**config.mk**
```make
export PLATFORM = sky130hd
export DESIGN_NAME = pipe_hazard_ctrl
export DESIGN_NICKNAME = d
export VERILOG_FILES = /design/src/rtl/pipe_hazard_ctrl.sv
export SDC_FILE = /design/constraint.sdc
export NUM_CORES = 1
export LEC_CHECK = 0
export ABC_AREA = 0
export CORE_ASPECT_RATIO = 1.25
export CORE_MARGIN = 4
export CORE_UTILIZATION = 48
export DETAILED_ROUTE_END_ITERATION = 12
export PLACE_DENSITY_LB_ADDON = 0.25
export SYNTH_ARGS = -nofsm -noshare
export SYNTH_HDL_FRONTEND = slang
export SYNTH_SLANG_ARGS = --single-unit
```
**constraint.sdc**
```tcl
create_clock -name i_clk -period 1.8 [get_ports i_clk]
set_clock_uncertainty 0.05 [all_clocks]
set_input_delay 0.27 -clock i_clk [delete_from_list [all_inputs] [get_ports i_clk]]
set_output_delay 0.27 -clock i_clk [all_outputs]
set_load 0.005 [all_outputs]
```
**src/rtl/pipe_hazard_ctrl.sv**
```systemverilog
// pipe_hazard_ctrl: hazard and forwarding controller for the 5-stage
// F/D/E/M/W core. Keeps a shadow copy of the control metadata for E, M
// and W. From it, generates stall, flush and operand-forward selects for
// the datapath pipeline registers. Also stalls the front end while a
// multi-cycle execute op is in progress.
//
// Ports:
//   i_clk, i_rst          clock (rising edge), async active-low reset
//   i_validD..i_multiCycleD  decode-stage instruction metadata
//   i_branchTakenE        branch resolved taken in E
//   o_stallF/D/E          hold PC / F-D register / D-E register
//   o_flushD/E/M          clear F-D / bubble into D-E / bubble into E-M
//   o_fwdAE, o_fwdBE      operand source: 00 regfile, 01 W, 10 M
//   o_busyE               multi-cycle op still counting down in E
module pipe_hazard_ctrl #(
  parameter int NUM_REGS           = 4,
  parameter int ADDRESS_WIDTH      = $clog2(NUM_REGS),
  parameter int MC_LATENCY         = 4,
  parameter int ZERO_REG_HARDWIRED = 0
) (
  input  logic                     i_clk,
  input  logic                     i_rst,
  input  logic                     i_validD,
  input  logic [ADDRESS_WIDTH-1:0] i_rs1D,
  input  logic [ADDRESS_WIDTH-1:0] i_rs2D,
  input  logic                     i_useRs1D,
  input  logic                     i_useRs2D,
  input  logic [ADDRESS_WIDTH-1:0] i_rdD,
  input  logic                     i_regWriteD,
  input  logic                     i_memReadD,
  input  logic                     i_multiCycleD,
  input  logic                     i_branchTakenE,
  output logic                     o_stallF,
  output logic                     o_stallD,
  output logic                     o_stallE,
  output logic                     o_flushD,
  output logic                     o_flushE,
  output logic                     o_flushM,
  output logic [1:0]               o_fwdAE,
  output logic [1:0]               o_fwdBE,
  output logic                     o_busyE
);

  localparam int CW = $clog2(MC_LATENCY);
  localparam logic [CW-1:0] CNT_LOAD = CW'(MC_LATENCY - 1);

  typedef logic [ADDRESS_WIDTH-1:0] ra_t;

  // The multi-cycle flag is consumed on entry (counter load), and memRead
  // only matters in E (load-use), so later stages carry just the writeback
  // fields that forwarding needs.
  typedef struct packed {
    logic v;
    ra_t  rd;
    logic rw;
    logic mr;
    ra_t  rs1;
    ra_t  rs2;
    logic u1;
    logic u2;
  } e_stg_t;

  typedef struct packed {
    logic v;
    ra_t  rd;
    logic rw;
  } wb_stg_t;

  e_stg_t        e_q, e_d;
  wb_stg_t       m_q, m_d, w_q, w_d;
  logic [CW-1:0] cnt_q, cnt_d;

  logic busy, lu;

  function automatic logic match(input logic v, input logic rw, input ra_t rd, input ra_t r);
    return v & rw & (rd == r) & ((ZERO_REG_HARDWIRED == 0) || (r != '0));
  endfunction

  assign busy    = (cnt_q != '0);
  assign o_busyE = busy;

  assign lu = e_q.v & e_q.mr & i_validD &
              ((i_useRs1D & match(e_q.v, e_q.rw, e_q.rd, i_rs1D)) |
               (i_useRs2D & match(e_q.v, e_q.rw, e_q.rd, i_rs2D)));

  // Forward selects; M is younger than W so it wins.
  always_comb begin
    o_fwdAE = 2'b00;
    o_fwdBE = 2'b00;
    if (e_q.v && e_q.u1) begin
      if (match(m_q.v, m_q.rw, m_q.rd, e_q.rs1))      o_fwdAE = 2'b10;
      else if (match(w_q.v, w_q.rw, w_q.rd, e_q.rs1)) o_fwdAE = 2'b01;
    end
    if (e_q.v && e_q.u2) begin
      if (match(m_q.v, m_q.rw, m_q.rd, e_q.rs2))      o_fwdBE = 2'b10;
      else if (match(w_q.v, w_q.rw, w_q.rd, e_q.rs2)) o_fwdBE = 2'b01;
    end
  end

  // Stall/flush priority: busy > branch > load-use. Gated by reset so a
  // stray branch input cannot flush while the controller is held in reset.
  always_comb begin
    o_stallF = 1'b0;
    o_stallD = 1'b0;
    o_stallE = 1'b0;
    o_flushD = 1'b0;
    o_flushE = 1'b0;
    o_flushM = 1'b0;
    if (i_rst) begin
      if (busy) begin
        o_stallF = 1'b1;
        o_stallD = 1'b1;
        o_stallE = 1'b1;
        o_flushM = 1'b1;
      end else if (i_branchTakenE) begin
        o_flushD = 1'b1;
        o_flushE = 1'b1;
      end else if (lu) begin
        o_stallF = 1'b1;
        o_stallD = 1'b1;
        o_flushE = 1'b1;
      end
    end
  end

  // Shadow pipeline advance and multi-cycle counter.
  always_comb begin
    w_d   = m_q;
    m_d   = '0;
    e_d   = e_q;
    cnt_d = cnt_q;
    if (!busy) begin
      m_d.v  = e_q.v;
      m_d.rd = e_q.rd;
      m_d.rw = e_q.rw;
      if (o_flushE) begin
        e_d = '0;
      end else begin
        e_d.v   = i_validD;
        e_d.rd  = i_rdD;
        e_d.rw  = i_regWriteD;
        e_d.mr  = i_memReadD;
        e_d.rs1 = i_rs1D;
        e_d.rs2 = i_rs2D;
        e_d.u1  = i_useRs1D;
        e_d.u2  = i_useRs2D;
        if (i_validD && i_multiCycleD) cnt_d = CNT_LOAD;
      end
    end else begin
      cnt_d = cnt_q - CW'(1);
    end
  end

  always_ff @(posedge i_clk or negedge i_rst) begin
    if (!i_rst) begin
      e_q   <= '0;
      m_q   <= '0;
      w_q   <= '0;
      cnt_q <= '0;
    end else begin
      e_q   <= e_d;
      m_q   <= m_d;
      w_q   <= w_d;
      cnt_q <= cnt_d;
    end
  end

endmodule
```
=== Yosys cells after proc, flatten, opt, wreduce, memory -nomap -nowiden ===
Cells that the tools add are included.

* Flip-flop bits (word level): 21
* Bits in latches: 0
* RAM bits: 0
* Bits in read-only memories: 0
* Bits of input ports: 15
* Output and inout port bits: 11
* Logic and storage cells: 67
* Memories: 0

* Add/sub/neg operators: 1
* $mul: 0
* Divide/modulo/power cells: 0
* $lt $le $gt $ge: 0
* Eq/ne operators: 7
* Shift operators: 0
* Multiplexer cells: 23
* Bitwise operators: 15
* Reduce and logical (&&, ||, !) cells: 6

{| class="wikitable"
|+ Operators with widths
! cell !! number
|-
| $and A1 B1 Y1 || 14
|-
| $mux W1 || 14
|-
| $mux W2 || 7
|-
| $eq A2 B2 Y1 || 6
|-
| $mux W11 || 1
|-
| $mux W4 || 1
|-
| $reduce_bool A2 Y1 || 2
|-
| $logic_and A1 B1 Y1 || 3
|-
| $ne A2 B1 Y1 const B || 1
|-
| $reduce_and A2 Y1 || 1
|-
| $sub A2 B1 Y2 const B || 1
|-
| $or A1 B1 Y1 || 1
|}

=== Longest topological paths before layout ===
* Depth in word-level cells: 11
* Gate-level depth with buffers: 7
* Gate-level depth less buffers: 6

=== Worst setup path before layout ===
No wires, ideal clock.

* Kind: register -> output
* Start point: register cnt_q[1]
* End point: output o_stallE
* Arrival: 1.337 ns
* Data required time: 1.480 ns
* Path slack: 0.143 ns
* Cell stages (with the launch flop): 7
* Path buffers: 3
* Cell sequence: dfrtp_1 -> inv_1 -> ha_1 -> buf_4 -> buf_1 -> nor2b_1 -> buf_4

* Word-level cells in the longest chain between the ends: 3

{| class="wikitable"
|+ Ends and longest elaborated chain
! what !! line !! source
|-
| start: declaration || 71 || <nowiki>logic [CW-1:0] cnt_q, cnt_d;</nowiki>
|-
| start signal: assignment || 164 || <nowiki>cnt_q <= cnt_d;</nowiki>
|-
| $reduce_bool A2 Y1 || 79 || <nowiki>assign busy = (cnt_q != '0);</nowiki>
|-
| $mux W1 (2 in series) || - ||
|-
| end: declaration || 35 || <nowiki>output logic o_stallE,</nowiki>
|}

Every way passes these cells.

=== Worst setup path in the final report ===
* Start point: input i_rs1D[0]
* End point: output o_stallD

* Word-level cells in the longest chain between the ends: 9

{| class="wikitable"
|+ Ends and longest elaborated chain
! what !! line !! source
|-
| start: declaration || 24 || <nowiki>input logic [ADDRESS_WIDTH-1:0] i_rs1D,</nowiki>
|-
| $eq A2 B2 Y1 || 76 || <nowiki>return v & rw & (rd == r) & ((ZERO_REG_HARDWIRED == 0) || (r != '0));</nowiki>
|-
| $and A1 B1 Y1 || 76 ||
|-
| $and A1 B1 Y1 || 83 || <nowiki>((i_useRs1D & match(e_q.v, e_q.rw, e_q.rd, i_rs1D)) |</nowiki>
|-
| $or A1 B1 Y1 || 83 ||
|-
| $and A1 B1 Y1 || 82 || <nowiki>assign lu = e_q.v & e_q.mr & i_validD &</nowiki>
|-
| $mux W1 || 118 || <nowiki>end else if (lu) begin</nowiki>
|-
| $mux W1 || 115 || <nowiki>end else if (i_branchTakenE) begin</nowiki>
|-
| $mux W1 || 110 || <nowiki>if (busy) begin</nowiki>
|-
| $mux W1 || 109 || <nowiki>if (i_rst) begin</nowiki>
|-
| end: declaration || 34 || <nowiki>output logic o_stallD,</nowiki>
|}

Every way passes these cells.

==> summary.txt <==
GRT
  • GRT Residual Overflow: 0
  • First-pass GRT wire length: 4.43 mm
  • Antenna violations before repair: 0
  • Total Routing Usage GR: 0.192
  • Vias in the first global route: 992
  • Largest net degree at the start of global routing: 20

STA
  • Worst slew margin: 0.806
  • Max-slew violation count: 0
  • Count of final setup violators: 4
  • Setup TNS: -0.0910 ns
  • Final Hold Vio Count: 0
  • RSZ-0062 raised after global routing: yes
  • Fmax: 0.544 GHz
  • Worst Tran Pin Value: around 0.29 ns
  • Final setup margin: -0.0373 ns
  • Hold slack final: 0.209 ns
  • Final min period: 1.84 ns
  • Tcrit/Tclk final: 1.02

Critical path
  • Crit path max fanout: 3
  • CP startpoint: i_rs1D[0]
  • FF-to-FF Start: cnt_q[1]
  • Slowest library cell on the worst path: clkdlybuf4s50_1
  • Reg-to-Reg End: cnt_q[1]
  • Crit end category: primary output
  • FF-to-FF path depth: 7
  • CP max stage delay: 0.47 ns
  • R2r setup slk: 0.26 ns
  • CP required: 1.48 ns
  • Critical Path AT: 1.52 ns
  • Critical Path Start Type: input pin
  • Critical path type: input pin to primary output
  • CP Cell Sequence: clkdlybuf4s50_1 > xnor2_2 > nand4_4 > a21oi_2 > o21a_1 > buf_2

Clock network
  • H-tree Lvls: 1
  • Clock transition at path regs: 0.12 ns
  • TritonCTS Sinks: 21
  • CTS max path bufs: 2
  • CTS Buf Count: 3
  • Clock Latency Late Sink: 0.30 ns
  • CTS Root Cell: clkbuf_4
  • CTS tree: built

Floorplanning
  • Row count: 19
  • Die Y: 61.5 µm
  • Starting Density: 0.503
  • Die area: roughly 3100 µm²
  • DIE WIDTH: a little over 50 µm
  • I/O pin count: 26
  • Core box area: 2190 µm²

Cells and area
  • Fill cells: 156
  • Register area: 528 µm²
  • Final #Nets: 167
  • Final Util: 0.768
  • Antenna cells: 0
  • Synthesis-to-layout area growth: 52.5%
  • Multi-input combinational cell area: 637 µm²
  • Layout cells sized above 1: 0.440

Yosys
  • Synth area leader: dfrtp_1
  • Avg Synthesized Cell Area: 11.1 µm²
  • Synth unique cells: 30
  • Top cell type's share of synthesized area: 0.477
  • Post-Syn Area: 1100 µm²
  • Ys Warns: 0
  • Mapped Cells: 99
  • Mapped Nets: about 120
  • Sequential element share of the synthesized area: 0.477
  • Synth area leaders: dfrtp_1, mux2i_1, xnor2_1
  • Number of synthesized register bits: 21

Power
  • NetSw: 953 µW
  • Pwr/cell area: between 1500 and 2000 nW/µm²
  • Max VDD drop: 0.988 mV
  • Clock power frac: 0.089
  • Sequential power share: 0.348
  • P_leak: 0.798 nW
  • Comb power frac: 0.563
  • Sw Ratio: 0.376
  • Pint: 1.58 mW

Run status
  • Status: finished with violations
  • Violated checks: setup timing

Route
  • Vias per Instance: 4.90
  • Iter 0 DRT Violations: 7
  • DRC Markers: 0
  • Final WL: 2.68 mm
  • Post-route ant nets: 0
  • Via Count: 887
  • Wire per inst: around 15 µm
  • First-pass DRT Iterations: 4

Placed design
  • I/O Buffers: 25
  • GP Congestion: 0.854
  • Dpl ws: -0.522 ns
  • Post-DP HPWL: 1.94 mm

Worst hold path
  • Worst hold-check path type: input pin to async pin

Run
  • Max-capacitance violation count: 0
[power by group through the flow]
stage / clock network, mW / logic [mW] / registers (mW)
after floorplan: 0 / 0.690 / 0.835
after global placement: 0 / 1.10 / 0.854
after detailed placement: 0 / 1.13 / 0.876
after CTS: 0.228 / 1.35 / 0.862
after global routing: 0.256 / 1.55 / 0.913
final: 0.226 / 1.43 / 0.882
[worst max-delay path by stage]
stage,endpoint,slack (ns),cells after the start
floorplan,o_stallE,0.14,6
global placement,o_stallD,-0.50,6
detailed placement,o_stallD,-0.52,6
CTS,o_stallD,-0.04,5
global route,o_stallF,-0.11,5
finish,o_stallD,-0.04,6
[final cells by class]
cell class,count,share of cell area
clock buffers,3,0.0134
clock inverters,1,0.00298
inverters,5,0.0112
multi-input cells,68,0.379
flip-flops and latches,21,0.314
well taps,31,0.0231
repair buffers,52,0.256
[cells in the mapped netlist]
library cell / count
and3_2: 2
nand3_1: 2
nor3b_1: 1
a31oi_4: 1
nor3_1: 2
o21a_1: 1
o31ai_1: 1
dfrtp_1: 21
nor2b_1: 2
and4_4: 1
nor2_1: 12
a211oi_1: 1
nand2_1: 5
nand4_4: 2
xor2_1: 6
nand2b_1: 1
and2_1: 3
inv_1: 5
buf_1: 1
a21oi_1: 1
mux2i_1: 11
xnor2_1: 6
a21bo_2: 1
ha_1: 1
nor4_1: 2
nand4_1: 1
buf_4: 3
and2_2: 1
buf_6: 1
o311ai_0: 1
[registers in the layout, summed over array words and instances, names as in the netlist]
register,cells
cnt_q,2
e_q,11
m_q,4
w_q,4
[placed cells by master (no fill, tap or decap), drive strengths merged, types with 2 or more instances in the layout]
| master | instances |
|---|---|
| and3 | 2 |
| nor4 | 2 |
| inv | 5 |
| nand4 | 3 |
| nand3 | 2 |
| xnor2 | 6 |
| clkdlybuf4s50 | 10 |
| nor3 | 2 |
| clkbuf | 3 |
| dlygate4sd2 | 7 |
| and2 | 4 |
| nor2 | 12 |
| buf | 34 |
| mux2i | 11 |
| nand2 | 5 |
| xor2 | 6 |
| dfrtp | 21 |
| nor2b | 2 |
[metrics by stage]
stage / instances / total power, mW / instance area (µm²)
4_1_cts: 181 / 2.44 / 1620
6_report: 181 / 2.53 / 1680
2_1_floorplan: 99 / 1.52 / 1100
3_3_place_gp: 167 / 1.95 / 1480
3_5_place_dp: 167 / 2.00 / 1480
5_1_grt: 181 / 2.72 / 1680
[logic make-up after synthesis]
group                    Yosys count  share of synthesized area
multiplexers                      11                      0.100
flip-flops                        21                      0.477
AO/OA/AOI/OAI                      7                     0.0614
adder cells (fa/ha/maj)            1                     0.0114
AND/OR/NAND/NOR                   37                      0.203
XOR/XNOR                          12                     0.0955
buffers and inverters             10                     0.0511
[critical path: cells and delay by family]
kind	cells	cell delay, ns
xor+xnor	1	0.23
buf+inv	2	0.58
compound gates	2	0.29
simple gates	1	0.15
[metal layers]
metal,vias up,track usage,part of all wire
li1,431,-,-
met1,433,0.205,0.39
met2,21,0.397,0.57
met3,2,0.0315,0.033
met4,0,0.0346,0.0071
met5,-,0,0
[what timing repair did]
action | in CTS | in global routing
endpoints found under the hold margin | 0 | 0
resized for setup | 53 | 11
buffers inserted | 10 | 0
pin swaps | 16 | 9
hold buffers | 0 | 0
setup endpoints to repair | 11 | 7
No activity file was read; power rests on OpenSTA's default activity.
